===== src/rtl/systolic_tpu.sv =====
// Output-stationary N x N signed matrix-multiply core.
//
// Each accepted beat carries one column of A (mat_DI, lane i = A[i][k]) and one row of
// B (wei_DI, lane j = B[k][j]). Operands are skewed so that lane i of A enters PE(i,0)
// i cycles late and lane j of B enters PE(0,j) j cycles late; A then shifts right and
// B shifts down one PE per cycle. After the last beat the array is flushed with zero
// operands for 2N-1 cycles, then C is drained one row per cycle on DO, then done rises.
//
// Ports:
//   clk, rst          clock, synchronous active-low reset
//   in_valid/in_ready beat handshake; in_last marks the final k beat of a job
//   mat_DI, wei_DI    A column / B row, N lanes of DATA_W bits
//   out_valid, DO     registered result row (lane j = C[r][j] narrowed to DATA_W)
//   done              level, high while the finished job's results are complete
//
// Build option: define TPU_OUT_SAT_EN to clamp each C element to the signed DATA_W range
// before packing; otherwise the low DATA_W bits of the accumulator are taken.
module systolic_tpu #(
  parameter int unsigned N      = 4,
  parameter int unsigned DATA_W = 8,
  parameter int unsigned ACC_W  = 24
) (
  input  logic                clk,
  input  logic                rst,
  input  logic                in_valid,
  input  logic [N*DATA_W-1:0] mat_DI,
  input  logic [N*DATA_W-1:0] wei_DI,
  input  logic                in_last,
  output logic                in_ready,
  output logic                out_valid,
  output logic [N*DATA_W-1:0] DO,
  output logic                done
);

  localparam int unsigned CntW = $clog2(2 * N);
  localparam int unsigned RowW = $clog2(N);

  typedef enum logic [2:0] {StIdle, StAccum, StFlush, StDrain, StDone} state_e;

  state_e                      state_q, state_d;
  logic [CntW-1:0]             cnt_q, cnt_d;
  logic                        out_valid_q, out_valid_d;
  logic [N*DATA_W-1:0]         do_q, do_d;
  logic                        done_q, done_d;
  logic                        accept, clear;

  logic signed [DATA_W-1:0]    a_in [N];
  logic signed [DATA_W-1:0]    b_in [N];
  logic signed [DATA_W-1:0]    a_q  [N][N];
  logic signed [DATA_W-1:0]    b_q  [N][N];
  logic signed [ACC_W-1:0]     acc_q [N][N];
  logic signed [2*DATA_W-1:0]  prod [N][N];

  assign accept = in_valid & in_ready;

  function automatic logic [DATA_W-1:0] narrow(input logic signed [ACC_W-1:0] v);
`ifdef TPU_OUT_SAT_EN
    logic signed [ACC_W-1:0] hi, lo;
    hi = ACC_W'((1 << (DATA_W - 1)) - 1);
    lo = ~hi;
    if (v > hi)      return hi[DATA_W-1:0];
    else if (v < lo) return lo[DATA_W-1:0];
    else             return v[DATA_W-1:0];
`else
    return v[DATA_W-1:0];
`endif
  endfunction

  // Input skew: non-accepted cycles inject zeros, so bubbles and the flush add nothing.
  for (genvar i = 0; i < N; i++) begin : g_skew
    logic [DATA_W-1:0] a_lane, b_lane;
    assign a_lane = accept ? mat_DI[DATA_W*i +: DATA_W] : '0;
    assign b_lane = accept ? wei_DI[DATA_W*i +: DATA_W] : '0;
    if (i == 0) begin : g_direct
      assign a_in[i] = a_lane;
      assign b_in[i] = b_lane;
    end else begin : g_delay
      logic [DATA_W-1:0] a_sk_q [i];
      logic [DATA_W-1:0] b_sk_q [i];
      always_ff @(posedge clk) begin
        if (!rst) begin
          for (int k = 0; k < i; k++) begin
            a_sk_q[k] <= '0;
            b_sk_q[k] <= '0;
          end
        end else begin
          a_sk_q[0] <= a_lane;
          b_sk_q[0] <= b_lane;
          for (int k = 1; k < i; k++) begin
            a_sk_q[k] <= a_sk_q[k-1];
            b_sk_q[k] <= b_sk_q[k-1];
          end
        end
      end
      assign a_in[i] = a_sk_q[i-1];
      assign b_in[i] = b_sk_q[i-1];
    end
  end

  always_comb begin
    for (int i = 0; i < N; i++) begin
      for (int j = 0; j < N; j++) begin
        prod[i][j] = a_q[i][j] * b_q[i][j];
      end
    end
  end

  // PE array: operand registers feed the MAC; the first beat of a job zeroes every
  // accumulator (operands in flight at that edge are still zero).
  always_ff @(posedge clk) begin
    if (!rst) begin
      for (int i = 0; i < N; i++) begin
        for (int j = 0; j < N; j++) begin
          a_q[i][j]   <= '0;
          b_q[i][j]   <= '0;
          acc_q[i][j] <= '0;
        end
      end
    end else begin
      for (int i = 0; i < N; i++) begin
        a_q[i][0] <= a_in[i];
        b_q[0][i] <= b_in[i];
        for (int j = 1; j < N; j++) begin
          a_q[i][j] <= a_q[i][j-1];
          b_q[j][i] <= b_q[j-1][i];
        end
        for (int j = 0; j < N; j++) begin
          acc_q[i][j] <= clear ? '0 : acc_q[i][j] + ACC_W'(prod[i][j]);
        end
      end
    end
  end

  always_comb begin
    state_d     = state_q;
    cnt_d       = cnt_q;
    clear       = 1'b0;
    in_ready    = 1'b0;
    out_valid_d = 1'b0;
    do_d        = do_q;
    done_d      = 1'b0;
    unique case (state_q)
      StIdle, StDone: begin
        in_ready = 1'b1;
        done_d   = (state_q == StDone);
        if (in_valid) begin
          clear   = 1'b1;
          done_d  = 1'b0;
          cnt_d   = '0;
          state_d = in_last ? StFlush : StAccum;
        end
      end
      StAccum: begin
        in_ready = 1'b1;
        if (in_valid && in_last) begin
          cnt_d   = '0;
          state_d = StFlush;
        end
      end
      StFlush: begin
        // Last operand pair reaches PE(N-1,N-1) 2N-2 edges after the last beat.
        if (cnt_q == CntW'(2 * N - 2)) begin
          cnt_d   = '0;
          state_d = StDrain;
        end else begin
          cnt_d = cnt_q + CntW'(1);
        end
      end
      StDrain: begin
        out_valid_d = 1'b1;
        for (int j = 0; j < N; j++) begin
          do_d[DATA_W*j +: DATA_W] = narrow(acc_q[cnt_q[RowW-1:0]][j]);
        end
        if (cnt_q == CntW'(N - 1)) begin
          cnt_d   = '0;
          state_d = StDone;
        end else begin
          cnt_d = cnt_q + CntW'(1);
        end
      end
      default: state_d = StIdle;
    endcase
  end

  always_ff @(posedge clk) begin
    if (!rst) begin
      state_q     <= StIdle;
      cnt_q       <= '0;
      out_valid_q <= 1'b0;
      do_q        <= '0;
      done_q      <= 1'b0;
    end else begin
      state_q     <= state_d;
      cnt_q       <= cnt_d;
      out_valid_q <= out_valid_d;
      do_q        <= do_d;
      done_q      <= done_d;
    end
  end

  assign out_valid = out_valid_q;
  assign DO        = do_q;
  assign done      = done_q;

endmodule


===== config.mk =====
export PLATFORM = sky130hd
export DESIGN_NAME = systolic_tpu
export DESIGN_NICKNAME = d
export VERILOG_FILES = /design/src/rtl/systolic_tpu.sv
export SDC_FILE = /design/constraint.sdc
export NUM_CORES = 2
export LEC_CHECK = 0
export CAP_MARGIN = 20
export CORE_MARGIN = 3
export CORE_UTILIZATION = 30
export DETAILED_ROUTE_END_ITERATION = 8
export GPL_TIMING_DRIVEN = 0
export PLACE_DENSITY = 0.51
export SLEW_MARGIN = 15
export SYNTH_ARGS = -nofsm -noshare
export SYNTH_HDL_FRONTEND = slang
export SYNTH_SLANG_ARGS = --single-unit

===== constraint.sdc =====
create_clock -name clk -period 6.9 [get_ports clk]
set_clock_uncertainty 0.2 [all_clocks]
set_input_delay 1.38 -clock clk [delete_from_list [all_inputs] [get_ports clk]]
set_output_delay 1.38 -clock clk [all_outputs]
set_load 0.02 [all_outputs]

==> summary.md <==
The flow ran to the end, and the final reports show no timing, DRC or antenna violations. The count of standard-cell rows is 122. Synthesis produced 3,418 cells.

By count the netlist is led by sky130_fd_sc_hd__and2_1, sky130_fd_sc_hd__dfxtp_1, sky130_fd_sc_hd__ha_1. The floorplan step set the die width to 342 um. The remaining max-slew budget at the tightest pin was 0.278; the die extent in y was 342 um.

Die footprint: 0.117 mm2. For the pin count of the biggest net entering global routing, the log shows 16. Yosys instantiated no cell more often than sky130_fd_sc_hd__and2_1. Type of the tightest min-delay check: reg -> reg. The maximum fanout encountered on the critical timing path is 9, and the total setup buffers inserted after CTS is 0. STA classifies the critical path startpoint as a flop. The clock passes through at most 3 buffers. The worst-case setup slack after placement was 2.24 ns; the count of boundary I/O pins was 103.

The post-layout total power is 6.80 mW, and the final critical-path required period is 4.68 ns. The first global-routing pass estimated 134 mm of wire. The detailed router finished its first iteration with 955 violations. The logs give 4.96 ns for the critical path data arrival time and 0.228 ns for the worst hold-check slack. The share of final-layout standard cells stronger than drive strength 1 was 0.0391; the highest attainable clock frequency was 0.214 GHz. The H-tree was split into 2 levels. Buffers placed on the I/O ports in this run total 102. The worst setup path is captured at a flop. The routability congestion estimate from global placement is 0.842. The fraction of registers with async set/reset is 0, and the multi-input logic area is 0.0217 mm2. Setup repair after global routing left no endpoint under its margin. The final route contains 22,313 vias. For the pin with the worst max-slew slack, the measured transition is 1.08 ns.

Among all flip-flop cells after synthesis, the most frequent one is sky130_fd_sc_hd__dfxtp_1. For this run, the number of Yosys warnings is 0. Relative to the synthesized area, the layout overhead comes to 15.0%.

The via density per instance was 4.35; the floorplan core area was 0.111 mm2. The setup path with the least slack is of type reg -> reg. The count of flip-flops with a built-in enable after synthesis is 0, and the count of instances resized after the clock tree is built is 0. For the number of nets with antenna violations after detailed routing, the log shows 0. TritonCTS built the clock tree. Yosys mapped the design onto 38 distinct sky130hd cell types. The final layout contains 4,280 nets. Summed over all failing endpoints, the final setup total negative slack is 0 ns. The number of global-route vias before repair was 23,358; the worst ir drop on vdd was 155 uV. The post-route fraction of the period consumed by the critical path was 0.678; the per-instance average area after synthesis was 9.90 um2.

Total routing usage reported by global routing: 0.150. The count of TritonRoute iterations in the first routing pass was 4; the clock-pin slew on the worst setup and hold paths was 0.06 ns. The logs give 0 for the final count of pins violating max slew and 0.0367 mm2 for the instance area at placement.

In this run, synthesis produced a sequential element count of 520. Setup violations remaining at the end of the flow were counted as 0. The required time at the endpoint of the critical path is 7.18 ns, and the total overflow reported by the global router is 0. By area the synthesized netlist is led by sky130_fd_sc_hd__dfxtp_1, sky130_fd_sc_hd__ha_1, sky130_fd_sc_hd__and2_1. In the final layout, flip-flops and latches occupy 0.0104 mm2. Max-cap violations in this run came to 0. The post-synthesis instance area came out at 0.0338 mm2. When the netlist entered floorplanning its net count stood at 4,114. The root buffer cell chosen for the clock tree is sky130_fd_sc_hd__clkbuf_16. In the routed design, unresolved DRC markers number 0. Once routing completed, OpenROAD measured the worst setup slack at 2.22 ns. The tools report the initial core utilization as 0.304.

The area share of the largest cell type after synthesis was 0.308; the number of antenna violations at the first check in global routing was 4. The clock drives 520 sinks. The count of filler cells inserted in the layout is 11,412, and the proportion of synthesized chip area in sequential cells is 0.308.

The number of hold violations in the final report was 0. The final instance area came out at 0.0389 mm2. The later pin in the worst-skew pair is clocked with a latency of 0.64 ns. The ratio of total power to cell area was 175 mW/mm2; the number of hold buffers added after CTS was 0.

Once detailed placement completed, the half-perimeter wirelength came to 69.5 mm. For this design the static power due to leakage is 18.6 nW. The number of clock buffers inserted by TritonCTS was 60; the routed wirelength normalized by instance count was 16.7 um.

For this block, the routed nets add up to 85.6 mm of wire. Cell type contributing the most total cell area after synthesis: sky130_fd_sc_hd__dfxtp_1.
==> cells in the final DEF, fill, tap and decap left out, drive strengths merged, types with 11 or more instances in the layout <==
cell type	n
mux4	32
buf	12
a21boi	32
a31oi	13
xnor2	189
a21o	37
xnor3	39
nor2	119
o21bai	23
ha	420
and3	34
clkinv	11
nand2	281
a21oi	76
dfxtp	520
o21ai	27
fa	208
nand2b	27
clkdlybuf4s50	102
xor2	98
a211oi	11
inv	376
clkbuf	152
and2	733
o21a	11
==> area by class of cell <==
type	instances	share of cell area
Antenna cell	5	0.000321
Buffer	77	0.00768
Clock buffer	85	0.0449
Clock inverter	27	0.0108
Inverter	373	0.0360
Multi-Input combinational cell	2448	0.558
Sequential cell	520	0.267
Tap cell	1488	0.0478
Timing Repair Buffer	104	0.0268
==> metal layers <==
layer | global-route usage | wire length (um) | vias to the layer above
met2 | 0.242 | 38100 | 326
met4 | 0.0433 | 2150 | 0
met1 | 0.207 | 41800 | 10731
met3 | 0.0236 | 3640 | 99
met5 | 0 | 0 | -
li1 | - | - | 11157
==> final timing paths <==
path / endpoint / slack (ns) / startpoint / cells after the start
setup / recovery: acc_q[2][31] / 2.22 / a_q[2][8] / 14
hold / removal: g_skew[2].g_delay.b_sk_q[0][8] / 0.23 / g_skew[2].g_delay.b_sk_q[0][0] / 1
hold reg to reg: g_skew[2].g_delay.b_sk_q[0][8] / 0.23 / g_skew[2].g_delay.b_sk_q[0][0] / 1
setup reg to reg: acc_q[2][31] / 2.22 / a_q[2][8] / 14
==> power breakdown <==
group          switching (mW)  leakage (nW)  internal (mW)
Combinational           0.163          13.3          0.109
Sequential             0.0419          4.20           3.04
Clock                    1.31          1.06           2.13
Total                    1.52          18.6           5.29
==> through the flow <==
step / instances / utilization
after CTS: 5121 / 0.350
after floorplan: 3418 / -
after global routing: 5122 / 0.350
after global placement: 5008 / 0.330
final: 5127 / 0.350
after detailed placement: 5009 / 0.330
==> critical path, cell delays in order, from the launching register on <==
cell,delay (ns)
sky130_fd_sc_hd__dfxtp_1,0.49
sky130_fd_sc_hd__nand2_1,0.14
sky130_fd_sc_hd__fa_1,0.46
sky130_fd_sc_hd__fa_1,0.55
sky130_fd_sc_hd__inv_1,0.04
sky130_fd_sc_hd__ha_1,0.27
sky130_fd_sc_hd__inv_1,0.06
sky130_fd_sc_hd__fa_1,0.53
sky130_fd_sc_hd__inv_1,0.07
sky130_fd_sc_hd__fa_1,0.48
sky130_fd_sc_hd__ha_1,0.21
sky130_fd_sc_hd__or4_1,0.50
sky130_fd_sc_hd__a31oi_1,0.31
sky130_fd_sc_hd__xnor2_1,0.16
sky130_fd_sc_hd__nor2_1,0.05
==> cells by family after synthesis <==
| kind of cell | after synthesis | synth area share |
|---|---|---|
| AO/OA/AOI/OAI | 237 | 0.0444 |
| AND/OR/NAND/NOR | 1225 | 0.197 |
| flip-flops | 520 | 0.308 |
| adder cells (fa/ha/maj) | 628 | 0.278 |
| multiplexers | 32 | 0.0215 |
| XOR/XNOR | 326 | 0.101 |
| buffers and inverters | 450 | 0.0501 |
==> sequential cells by signal (all words and copies together) (netlist names) <==
register,flops
b_q,128
g_skew.g_delay.b_sk_q,48
out_valid,1
state_q,3
cnt_q,3
DO,32
acc_q,128
a_q,128
done,1
g_skew.g_delay.a_sk_q,48
(Power assumes the default switching activity.)
